**config.mk**
```make
export PLATFORM = sky130hd
export DESIGN_NAME = id_ex_flat
export DESIGN_NICKNAME = d
export VERILOG_FILES = /design/src/rtl/id_ex_pkg.sv /design/src/rtl/id_ex_if.sv /design/src/rtl/id_ex_bypass.sv /design/src/rtl/id_ex.sv /design/src/flat_wrapper.sv
export SDC_FILE = /design/constraint.sdc
export NUM_CORES = 1
export LEC_CHECK = 0
export BUFFER_PORTS_ARGS = -buffer_cell sky130_fd_sc_hd__buf_2
export CAP_MARGIN = 25
export CORE_MARGIN = 8
export CORE_UTILIZATION = 47
export CTS_BUF_LIST = sky130_fd_sc_hd__clkbuf_8
export DETAILED_ROUTE_END_ITERATION = 6
export PLACE_DENSITY = 0.82
export SLEW_MARGIN = 20
export SYNTH_ARGS = -nofsm -noshare
export SYNTH_HDL_FRONTEND = slang
export SYNTH_SLANG_ARGS = --single-unit
```
**constraint.sdc**
```tcl
create_clock -name clk -period 2.2 [get_ports clk]
set_input_delay 0.11 -clock clk [delete_from_list [all_inputs] [get_ports clk]]
set_output_delay 0.11 -clock clk [all_outputs]
set_load 0.005 [all_outputs]
```
**src/rtl/id_ex_pkg.sv**
```systemverilog
// id_ex_pkg: shared constants for the decode/execute pipeline register
package id_ex_pkg;
    localparam logic [31:0] NOP_INST  = 32'h0000_0013;
    localparam logic [31:0] NOP_ADDR  = 32'h0000_0000;
    localparam logic [4:0]  ZERO_REG  = 5'd0;
    localparam logic [6:0]  OP_LOAD   = 7'b0000011;
    localparam logic [6:0]  OP_IMM    = 7'b0010011;
    localparam logic [6:0]  OP_AUIPC  = 7'b0010111;
    localparam logic [6:0]  OP_STORE  = 7'b0100011;
    localparam logic [6:0]  OP_REG    = 7'b0110011;
    localparam logic [6:0]  OP_LUI    = 7'b0110111;
    localparam logic [6:0]  OP_BRANCH = 7'b1100011;
    localparam logic [6:0]  OP_JALR   = 7'b1100111;
    localparam logic [6:0]  OP_JAL    = 7'b1101111;
endpackage

```
**src/rtl/id_ex_if.sv**
```systemverilog
// id_ex_if: decode-side, writeback, control and execute-side signals of the id/ex register
interface id_ex_if;
    logic [31:0] inst_i;
    logic [31:0] inst_addr_i;
    logic [31:0] op1_i;
    logic [31:0] op2_i;
    logic [4:0]  rs1_addr_i;
    logic [4:0]  rs2_addr_i;
    logic        rs1_used_i;
    logic        rs2_used_i;
    logic [4:0]  rd_addr_i;
    logic        rd_wen_i;
    logic [4:0]  wb_addr_i;
    logic [31:0] wb_data_i;
    logic        wb_wen_i;
    logic        jump_en_i;
    logic        hold_flag_i;
    logic [31:0] inst_o;
    logic [31:0] inst_addr_o;
    logic [31:0] op1_o;
    logic [31:0] op2_o;
    logic [4:0]  rd_addr_o;
    logic        rd_wen_o;
    logic        valid_o;
    modport master (
        output inst_i, inst_addr_i, op1_i, op2_i, rs1_addr_i, rs2_addr_i, rs1_used_i, rs2_used_i,
        output rd_addr_i, rd_wen_i, wb_addr_i, wb_data_i, wb_wen_i, jump_en_i, hold_flag_i,
        input  inst_o, inst_addr_o, op1_o, op2_o, rd_addr_o, rd_wen_o, valid_o
    );
    modport slave (
        input  inst_i, inst_addr_i, op1_i, op2_i, rs1_addr_i, rs2_addr_i, rs1_used_i, rs2_used_i,
        input  rd_addr_i, rd_wen_i, wb_addr_i, wb_data_i, wb_wen_i, jump_en_i, hold_flag_i,
        output inst_o, inst_addr_o, op1_o, op2_o, rd_addr_o, rd_wen_o, valid_o
    );
endinterface

```
**src/rtl/id_ex_bypass.sv**
```systemverilog
// id_ex_bypass: replaces one operand with the same-cycle writeback value when the source register matches
module id_ex_bypass
    import id_ex_pkg::*;
(
    input  logic        i_wb_wen,
    input  logic [4:0]  i_wb_addr,
    input  logic [31:0] i_wb_data,
    input  logic [4:0]  i_rs_addr,
    input  logic        i_rs_used,
    input  logic [31:0] i_op,
    output logic [31:0] o_op
);
    always_comb o_op = (i_wb_wen && i_wb_addr != ZERO_REG && i_wb_addr == i_rs_addr && i_rs_used) ? i_wb_data : i_op;
endmodule

```
**src/rtl/id_ex.sv**
```systemverilog
// id_ex: decode-to-execute pipeline register with flush, hold and writeback bypass of operands
module id_ex #(
    parameter logic [31:0] NOP_INST = id_ex_pkg::NOP_INST,
    parameter logic [31:0] NOP_ADDR = id_ex_pkg::NOP_ADDR
) (
    input logic    clk,
    input logic    rst,
    id_ex_if.slave bus
);
    logic [31:0] r_inst, r_inst_addr, r_op1, r_op2;
    logic [4:0]  r_rd_addr, r_rs1_addr, r_rs2_addr;
    logic        r_rd_wen, r_valid, r_rs1_used, r_rs2_used;
    logic [4:0]  w_rs1_addr, w_rs2_addr;
    logic        w_rs1_used, w_rs2_used;
    logic [31:0] w_op1_in, w_op2_in, w_op1, w_op2;
    logic        w_hold;
    // One bypass per operand serves both paths: while held it watches the stored source, else the incoming one
    always_comb begin
        w_hold     = bus.hold_flag_i;
        w_rs1_addr = w_hold ? r_rs1_addr : bus.rs1_addr_i;
        w_rs2_addr = w_hold ? r_rs2_addr : bus.rs2_addr_i;
        w_rs1_used = w_hold ? (r_rs1_used && r_valid) : bus.rs1_used_i;
        w_rs2_used = w_hold ? (r_rs2_used && r_valid) : bus.rs2_used_i;
        w_op1_in   = w_hold ? r_op1 : bus.op1_i;
        w_op2_in   = w_hold ? r_op2 : bus.op2_i;
    end
    id_ex_bypass u_byp1 (
        .i_wb_wen (bus.wb_wen_i),
        .i_wb_addr(bus.wb_addr_i),
        .i_wb_data(bus.wb_data_i),
        .i_rs_addr(w_rs1_addr),
        .i_rs_used(w_rs1_used),
        .i_op     (w_op1_in),
        .o_op     (w_op1)
    );
    id_ex_bypass u_byp2 (
        .i_wb_wen (bus.wb_wen_i),
        .i_wb_addr(bus.wb_addr_i),
        .i_wb_data(bus.wb_data_i),
        .i_rs_addr(w_rs2_addr),
        .i_rs_used(w_rs2_used),
        .i_op     (w_op2_in),
        .o_op     (w_op2)
    );
    always_ff @(posedge clk) begin
        if (!rst || bus.jump_en_i) begin
            r_inst      <= NOP_INST;
            r_inst_addr <= NOP_ADDR;
            r_op1       <= '0;
            r_op2       <= '0;
            r_rd_addr   <= '0;
            r_rd_wen    <= 1'b0;
            r_valid     <= 1'b0;
            r_rs1_addr  <= '0;
            r_rs2_addr  <= '0;
            r_rs1_used  <= 1'b0;
            r_rs2_used  <= 1'b0;
        end else if (w_hold) begin
            r_op1 <= w_op1;
            r_op2 <= w_op2;
        end else begin
            r_inst      <= bus.inst_i;
            r_inst_addr <= bus.inst_addr_i;
            r_op1       <= w_op1;
            r_op2       <= w_op2;
            r_rd_addr   <= bus.rd_addr_i;
            r_rd_wen    <= bus.rd_wen_i;
            r_valid     <= 1'b1;
            r_rs1_addr  <= bus.rs1_addr_i;
            r_rs2_addr  <= bus.rs2_addr_i;
            r_rs1_used  <= bus.rs1_used_i;
            r_rs2_used  <= bus.rs2_used_i;
        end
    end
    always_comb begin
        bus.inst_o      = r_inst;
        bus.inst_addr_o = r_inst_addr;
        bus.op1_o       = r_op1;
        bus.op2_o       = r_op2;
        bus.rd_addr_o   = r_rd_addr;
        bus.rd_wen_o    = r_rd_wen;
        bus.valid_o     = r_valid;
    end
endmodule

```
**src/flat_wrapper.sv**
```systemverilog
// flat-port wrapper written by rule: the top's interface ports become plain ports
module id_ex_flat 
#(
    parameter logic [31:0] NOP_INST = id_ex_pkg::NOP_INST,
    parameter logic [31:0] NOP_ADDR = id_ex_pkg::NOP_ADDR
)
  (clk, rst, bus_inst_i, bus_inst_addr_i, bus_op1_i, bus_op2_i, bus_rs1_addr_i, bus_rs2_addr_i, bus_rs1_used_i, bus_rs2_used_i, bus_rd_addr_i, bus_rd_wen_i, bus_wb_addr_i, bus_wb_data_i, bus_wb_wen_i, bus_jump_en_i, bus_hold_flag_i, bus_inst_o, bus_inst_addr_o, bus_op1_o, bus_op2_o, bus_rd_addr_o, bus_rd_wen_o, bus_valid_o);
  id_ex_if bus_i ();
  input logic clk;
  input logic rst;
  input wire logic [$bits(bus_i.inst_i)-1:0] bus_inst_i;
  input wire logic [$bits(bus_i.inst_addr_i)-1:0] bus_inst_addr_i;
  input wire logic [$bits(bus_i.op1_i)-1:0] bus_op1_i;
  input wire logic [$bits(bus_i.op2_i)-1:0] bus_op2_i;
  input wire logic [$bits(bus_i.rs1_addr_i)-1:0] bus_rs1_addr_i;
  input wire logic [$bits(bus_i.rs2_addr_i)-1:0] bus_rs2_addr_i;
  input wire logic [$bits(bus_i.rs1_used_i)-1:0] bus_rs1_used_i;
  input wire logic [$bits(bus_i.rs2_used_i)-1:0] bus_rs2_used_i;
  input wire logic [$bits(bus_i.rd_addr_i)-1:0] bus_rd_addr_i;
  input wire logic [$bits(bus_i.rd_wen_i)-1:0] bus_rd_wen_i;
  input wire logic [$bits(bus_i.wb_addr_i)-1:0] bus_wb_addr_i;
  input wire logic [$bits(bus_i.wb_data_i)-1:0] bus_wb_data_i;
  input wire logic [$bits(bus_i.wb_wen_i)-1:0] bus_wb_wen_i;
  input wire logic [$bits(bus_i.jump_en_i)-1:0] bus_jump_en_i;
  input wire logic [$bits(bus_i.hold_flag_i)-1:0] bus_hold_flag_i;
  output wire logic [$bits(bus_i.inst_o)-1:0] bus_inst_o;
  output wire logic [$bits(bus_i.inst_addr_o)-1:0] bus_inst_addr_o;
  output wire logic [$bits(bus_i.op1_o)-1:0] bus_op1_o;
  output wire logic [$bits(bus_i.op2_o)-1:0] bus_op2_o;
  output wire logic [$bits(bus_i.rd_addr_o)-1:0] bus_rd_addr_o;
  output wire logic [$bits(bus_i.rd_wen_o)-1:0] bus_rd_wen_o;
  output wire logic [$bits(bus_i.valid_o)-1:0] bus_valid_o;
  assign bus_i.inst_i = bus_inst_i;
  assign bus_i.inst_addr_i = bus_inst_addr_i;
  assign bus_i.op1_i = bus_op1_i;
  assign bus_i.op2_i = bus_op2_i;
  assign bus_i.rs1_addr_i = bus_rs1_addr_i;
  assign bus_i.rs2_addr_i = bus_rs2_addr_i;
  assign bus_i.rs1_used_i = bus_rs1_used_i;
  assign bus_i.rs2_used_i = bus_rs2_used_i;
  assign bus_i.rd_addr_i = bus_rd_addr_i;
  assign bus_i.rd_wen_i = bus_rd_wen_i;
  assign bus_i.wb_addr_i = bus_wb_addr_i;
  assign bus_i.wb_data_i = bus_wb_data_i;
  assign bus_i.wb_wen_i = bus_wb_wen_i;
  assign bus_i.jump_en_i = bus_jump_en_i;
  assign bus_i.hold_flag_i = bus_hold_flag_i;
  assign bus_inst_o = bus_i.inst_o;
  assign bus_inst_addr_o = bus_i.inst_addr_o;
  assign bus_op1_o = bus_i.op1_o;
  assign bus_op2_o = bus_i.op2_o;
  assign bus_rd_addr_o = bus_i.rd_addr_o;
  assign bus_rd_wen_o = bus_i.rd_wen_o;
  assign bus_valid_o = bus_i.valid_o;
  id_ex #(.NOP_INST(NOP_INST), .NOP_ADDR(NOP_ADDR)) u_core (.clk(clk), .rst(rst), .bus(bus_i));
endmodule
```
==> qor.yml, run 1 <==
synthesis:
  yosys_warnings: 0
  postSynthAreaPerCell_um2: 10.1
  synth.area.top_cells: "dfxtp_1 (46%), mux2i_1 (20%), nor2_1 (5.3%)"
  yosysTopAreaCell: "dfxtp_1"
  ys_seq_area_frac: 0.460
  synthCells: 632
  yosysUniqueCellTypes: 32
  syn_nets: 820
  ys_seq_elements: 147
  synth_top_area_frac: 0.460
  syn_area_um2: 6390
routing:
  ant_nets: 0
  drt-initial-drc-count: 389
  drc_errors: 0
  wl_per_cell_um: 19.9
  drt-pass1-iter-count: 4
  vias: 6562
  routed_wl_mm: 24.5
  avgViaCountPerCell: 5.32
setup_path:
  worstSetupPathType: "reg -> reg"
  worstPathArrival_ns: 2.42
  required_ns: 2.56
  critPathTopFamily: "simple AND/OR/NAND/NOR gates"
  crit_path_cell_trace: "o221ai_2 > or3_1 > or3b_2 > buf_12 > a211oi_2"
  path_buf_inv: 1
  end_kind: "flip-flop"
  cpPeakStageDelay_ns: 0.52
  cpMaxStageDelayCell: "or3b_2"
  crit_fanout: 32
  start_kind: "flip-flop"
clocking:
  clock_path_buffers: 2
  root_buffer: "clkbuf_8"
  htree_levels: 4
  clock_sinks: 147
  cts_tree: "yes"
  clkTransAtPathRegs_ns: 0.08
  insertion_delay_ns: 0.43
  cts_buffers: 17
power_and_ir_drop:
  p_per_area_nw_per_um2: 622
  p_leak_nw: 4.84
  total_power_mw: 5.99
  ir_drop_mv: 0.457
final_layout:
  syn2layout_area_growth_pct: 50.7
  design_area_um2: 9640
  seqCellArea_um2: 2940
  drive_above_1_share: 0.423
  nFillCells: 883
  mostFrequentLayoutCell: "buf_2"
  mostFrequentLayoutCells: "buf_2 (321), dfxtp_1 (147), mux2i_1 (130), dlygate4sd3_1 (101), nor2_1 (91)"
  multi_input_area_um2: 3230
  final_net_count: 1229
global_route:
  grt_overflow: 0
  track_usage: 0.268
  grt_pass1_wl_mm: 37.7
  grt_max_degree: 60
  antenna_found_initial: 6
  first_global_vias: 7120
floorplanning:
  num_rows: 42
  fp.dieW_um: 133
  die_y_um: 133
  core_area_um2: 13200
  num_io_pins: 323
  die_area_um2: 17600
  start_util: 0.483
worst_hold_path:
  hold_class: "in -> reg"
timing:
  whs_ns: 0.0365
  timing.setup.tns_ns: 0
  slew_headroom: 0.355
  rsz0062_at_grt: "no"
  finalClockSkew_ns: 0.00619
  finalCriticalPeriod_ns: 2.06
  slew_viol_final: 0
  max_freq_mhz: 485
  worstMarginPinSlew_ns: 0.961
  period_share: 0.937
  worst_slack_ns: 0.139
  finalSetupViolCount: 0
  hold_violations: 0
run_status:
  status: "completed"
place:
  dpl_cell_area_um2: 8170
  place_worst_setup_slack_ns: -0.190
  routabilityCongestion: 0.824
  port_buffers: 322
  hpwl_mm: 15.3
job:
  timing.max_cap.violations: 0
area by class of cell:
class | count | share of cell area
clock inverters | 9 | 0.0136
well taps | 176 | 0.0228
flip-flops and latches | 147 | 0.305
clock buffers | 20 | 0.0286
repair buffers | 444 | 0.293
multi-input cells | 430 | 0.335
diodes | 6 | 0.00156
inverters | 1 | 0.000389
sequential cells by signal, summed over array words and instances, names as in the netlist:
name                    cells
u_core.bus.inst_o          32
u_core.bus.op2_o           32
u_core.r_rs1_addr           5
u_core.r_rs2_addr           5
u_core.r_rs2_used           1
u_core.bus.rd_wen_o         1
u_core.bus.valid_o          1
u_core.r_rs1_used           1
u_core.bus.inst_addr_o     32
u_core.bus.op1_o           32
u_core.bus.rd_addr_o        5
per-stage QoR:
step	utilization	cells
2_1_floorplan	-	632
3_3_place_gp	0.617	1094
3_5_place_dp	0.617	1094
4_1_cts	0.724	1224
5_1_grt	0.728	1233
6_report	0.728	1233
power by group:
part,switching (mW),total [mW],internal [mW]
Sequential,0.0535,2.81,2.75
Combinational,0.477,0.995,0.518
Clock,0.998,2.19,1.19
synthesized netlist by cell type:
library cell and instances:
a211oi_2 18, a21oi_1 2, a31oi_1 12, a32oi_1 1, and3_1 12, buf_1 4
buf_2 10, buf_6 6, clkbuf_1 35, dfxtp_1 147, inv_2 1, mux2_2 12
mux2i_1 130, mux2i_2 1, mux2i_4 1, nand2_1 27, nand2b_1 1, nand3_1 1
nor2_1 91, nor2b_1 2, nor3_1 13, nor4b_1 18, o211ai_1 34, o21a_1 1
o221ai_1 1, o22ai_1 1, or2_2 34, or3_1 1, or3b_1 1, or4_1 1
xnor2_1 8, xor2_1 5
worst register-to-register path: stages, from the launching register on:
cell,delay (ns)
dfxtp_1,0.38
o221ai_2,0.19
or3_1,0.46
or3b_2,0.52
buf_12,0.21
a211oi_2,0.22
routing by layer:
layer | GRT usage | share of wire | vias to the layer above | wire (µm)
met5 | 0 | 0 | - | 0
met1 | 0.278 | 0.37 | 3071 | 9100
met2 | 0.464 | 0.50 | 368 | 12400
met4 | 0.167 | 0.046 | 0 | 1130
li1 | - | - | 3044 | -
met3 | 0.0844 | 0.078 | 79 | 1920
final timing paths:
path / slack (ns) / depth (start not counted) / to / start
worst max-delay path: 0.14 / 5 / u_core.bus.op2_o[15] / u_core.bus.valid_o
worst min-delay path: 0.04 / 3 / u_core.bus.op2_o[1] / bus_op2_i[1]
worst max register to register: 0.14 / 5 / u_core.bus.op2_o[15] / u_core.bus.valid_o
worst min register to register: 0.49 / 2 / u_core.bus.inst_o[1] / u_core.bus.inst_o[1]
kinds of logic after synthesis:
kind of cell / count (synthesis) / share of synthesized area
AOI/OAI and AO/OA: 70 / 0.0933
and+or+nand+nor: 202 / 0.156
DFF: 147 / 0.460
xor gates and xnor gates: 13 / 0.0178
muxes: 144 / 0.230
buffers and inverters: 56 / 0.0419
timing repair:
item,4_1_cts,5_1_grt
buffers inserted,0,2
gates resized for setup,1,1
hold buffers,101,0
setup endpoints to repair,20,20
hold endpoints to repair,115,0
gates cloned,0,1
pin swaps,0,1
Note: power is estimated with default switching activity, not from simulation.
==> inputs of run 2 (changes only) <==
--- a/config.mk
+++ b/config.mk
@@ -9,7 +9,7 @@
 export CAP_MARGIN = 25
-export CORE_MARGIN = 8
-export CORE_UTILIZATION = 47
+export CORE_AREA = 2 2 124 126
 export CTS_BUF_LIST = sky130_fd_sc_hd__clkbuf_8
 export DETAILED_ROUTE_END_ITERATION = 6
-export PLACE_DENSITY = 0.82
+export DIE_AREA = 0 0 126 128
+export PLACE_DENSITY = 0.77
 export SLEW_MARGIN = 20
==> constraint.sdc (replaced) <==
create_clock -name clk -period 2.2 [get_ports clk]
set_input_delay 0 -clock clk [delete_from_list [all_inputs] [get_ports clk]]
set_output_delay 0 -clock clk [all_outputs]
set_load 0.005 [all_outputs]
==> run 2 against run 1 <==
  * Flip-flop and latch count unchanged
  * Non-clock buffer count up 85
  * Critical endpoint is now u_core.bus.op1_o[19]
  * Setup slack got worse by 0.044 ns
==> qor.yml, run 2 (same netlist as run 1, synthesis figures left out) <==
setup_path:
  crit_fanout: 20
  worstPathArrival_ns: 2.50
  end_kind: "flip-flop"
  worstSetupPathType: "reg -> reg"
  required_ns: 2.59
  ff2ff_path_depth: 7
  start_kind: "flip-flop"
final_layout:
  drive_above_1_share: 0.386
  syn2layout_area_growth_pct: 64.3
  antenna_cells: 0
  mostFrequentLayoutCell: "buf_2"
  seqCellArea_um2: 2940
  mostFrequentLayoutCells: "buf_2 (321), dlygate4sd3_1 (192), dfxtp_1 (147), mux2i_1 (130), nor2_1 (91)"
  nFillCells: 1001
  final_net_count: 1314
  multi_input_area_um2: 3210
power_and_ir_drop:
  internal-power_mw: 4.50
  p_leak_nw: 5.21
  total_power_mw: 6.15
  p_per_area_nw_per_um2: 586
  pwr-share-clk: 0.363
  comb_power_share: 0.180
  ir_drop_mv: 0.615
  switching_share: 0.268
  p_seq_frac: 0.456
  power_switching_mw: 1.65
routing:
  wl_per_cell_um: 17.9
  ant_nets: 0
  routed_wl_mm: 23.8
  vias: 6858
  drc_errors: 0
  drt-initial-drc-count: 469
  drt-pass1-iter-count: 5
  avgViaCountPerCell: 5.17
job:
  timing.max_cap.violations: 0
global_route:
  grt_max_degree: 71
  grt_overflow: 0
  track_usage: 0.283
  grt_pass1_wl_mm: 36.2
  first_global_vias: 7127
  antenna_found_initial: 0
timing:
  finalClockSkew_ns: 0.0158
  max_freq_mhz: 475
  finalCriticalPeriod_ns: 2.10
  timing.setup.tns_ns: 0
  hold_violations: 0
  worstMarginPinSlew_ns: 1.02
  period_share: 0.957
  slew_viol_final: 0
  slew_headroom: 0.317
  rsz0062_at_grt: "no"
  finalSetupViolCount: 0
clocking:
  insertion_delay_ns: 0.45
  cts_tree: "yes"
  root_buffer: "clkbuf_8"
  post_cts_resized: 0
  htree_levels: 4
  clock_sinks: 147
  cts_buffers: 17
  clkTransAtPathRegs_ns: 0.09
  clock_path_buffers: 2
floorplanning:
  die_y_um: 128
  num_rows: 45
  start_util: 0.430
  fp.dieW_um: 126
  die_area_um2: 16100
  num_io_pins: 323
  core_area_um2: 14900
run_status:
  status: "completed"
place:
  port_buffers: 322
  hpwl_mm: 13.3
  routabilityCongestion: 0.810
worst_hold_path:
  hold_class: "in -> reg"
  min_path_cells: 4
==> run 2: changes by cell type in the layout (fill, tap and decap cells not counted), moves of 2 or more <==
cell / before / now
inv_6: 0 / 5
clkinvlp_4: 3 / 1
dlygate4sd3_1: 101 / 192
diode_2: 6 / 0
buf_4: 18 / 11
clkbuf_8: 20 / 17
==> run 2: cell type report <==
class | count | share of cell area
Timing Repair Buffer | 529 | 0.352
Multi-Input combinational cell | 430 | 0.306
Sequential cell | 147 | 0.280
Clock inverter | 15 | 0.0169
Tap cell | 188 | 0.0224
Clock buffer | 17 | 0.0223
Inverter | 1 | 0.000357
==> run 2: through the flow <==
step	instance area [µm²]	hold slack (ns)	cells	utilization	worst slack (ns)
6_report	10500	0.0312	1327	0.707	0.0950
5_1_grt	10500	0.0132	1327	0.707	0.00134
4_1_cts	10500	0.0129	1326	0.706	0.0391
3_5_place_dp	8170	0.219	1102	0.549	0.240
3_3_place_gp	8170	0.217	1102	0.549	0.295
2_1_floorplan	6390	0.125	632	-	0.304
==> run 2: worst max-delay path: stages (launching register included) <==
cell	delay, ns
dfxtp_1	0.31
mux2i_1	0.23
xnor2_1	0.11
nor3_2	0.24
nand3_1	0.17
buf_12	0.21
mux2i_1	0.21
dlygate4sd3_1	0.57
==> run 2: repair_timing <==
| item | in CTS | in global routing |
|---|---|---|
| hold buffers | 192 | 0 |
| buffers inserted | 0 | 0 |
| endpoints found under the setup margin | 0 | 3 |
| hold endpoints to repair | 147 | 0 |
==> run 2: final timing paths <==
kind	start	end	slack [ns]
setup / recovery	u_core.r_rs1_addr[4]	u_core.bus.op1_o[19]	0.1
hold / removal	bus_op1_i[10]	u_core.bus.op1_o[10]	0.03
setup reg to reg	u_core.r_rs1_addr[4]	u_core.bus.op1_o[19]	0.1
hold reg to reg	u_core.bus.valid_o	u_core.bus.valid_o	0.49
==> run 2: power groups by stage <==
| stage | Sequential [mW] | Clock (mW) | Combinational, mW |
|---|---|---|---|
| final | 2.81 | 2.24 | 1.11 |
| after global placement | 2.86 | 0 | 0.791 |
| after detailed placement | 2.86 | 0 | 0.801 |
| after global routing | 2.82 | 2.39 | 1.19 |
| after floorplan | 2.87 | 0 | 0.421 |
| after CTS | 2.80 | 2.26 | 1.06 |
==> run 2: per-layer routing <==
| metal | global-route usage | routed length, µm | vias up |
|---|---|---|---|
| li1 | - | - | 3214 |
| met1 | 0.311 | 8750 | 3195 |
| met2 | 0.506 | 12300 | 366 |
| met3 | 0.0814 | 1830 | 83 |
| met4 | 0.129 | 924 | 0 |
| met5 | 0 | 0 | - |
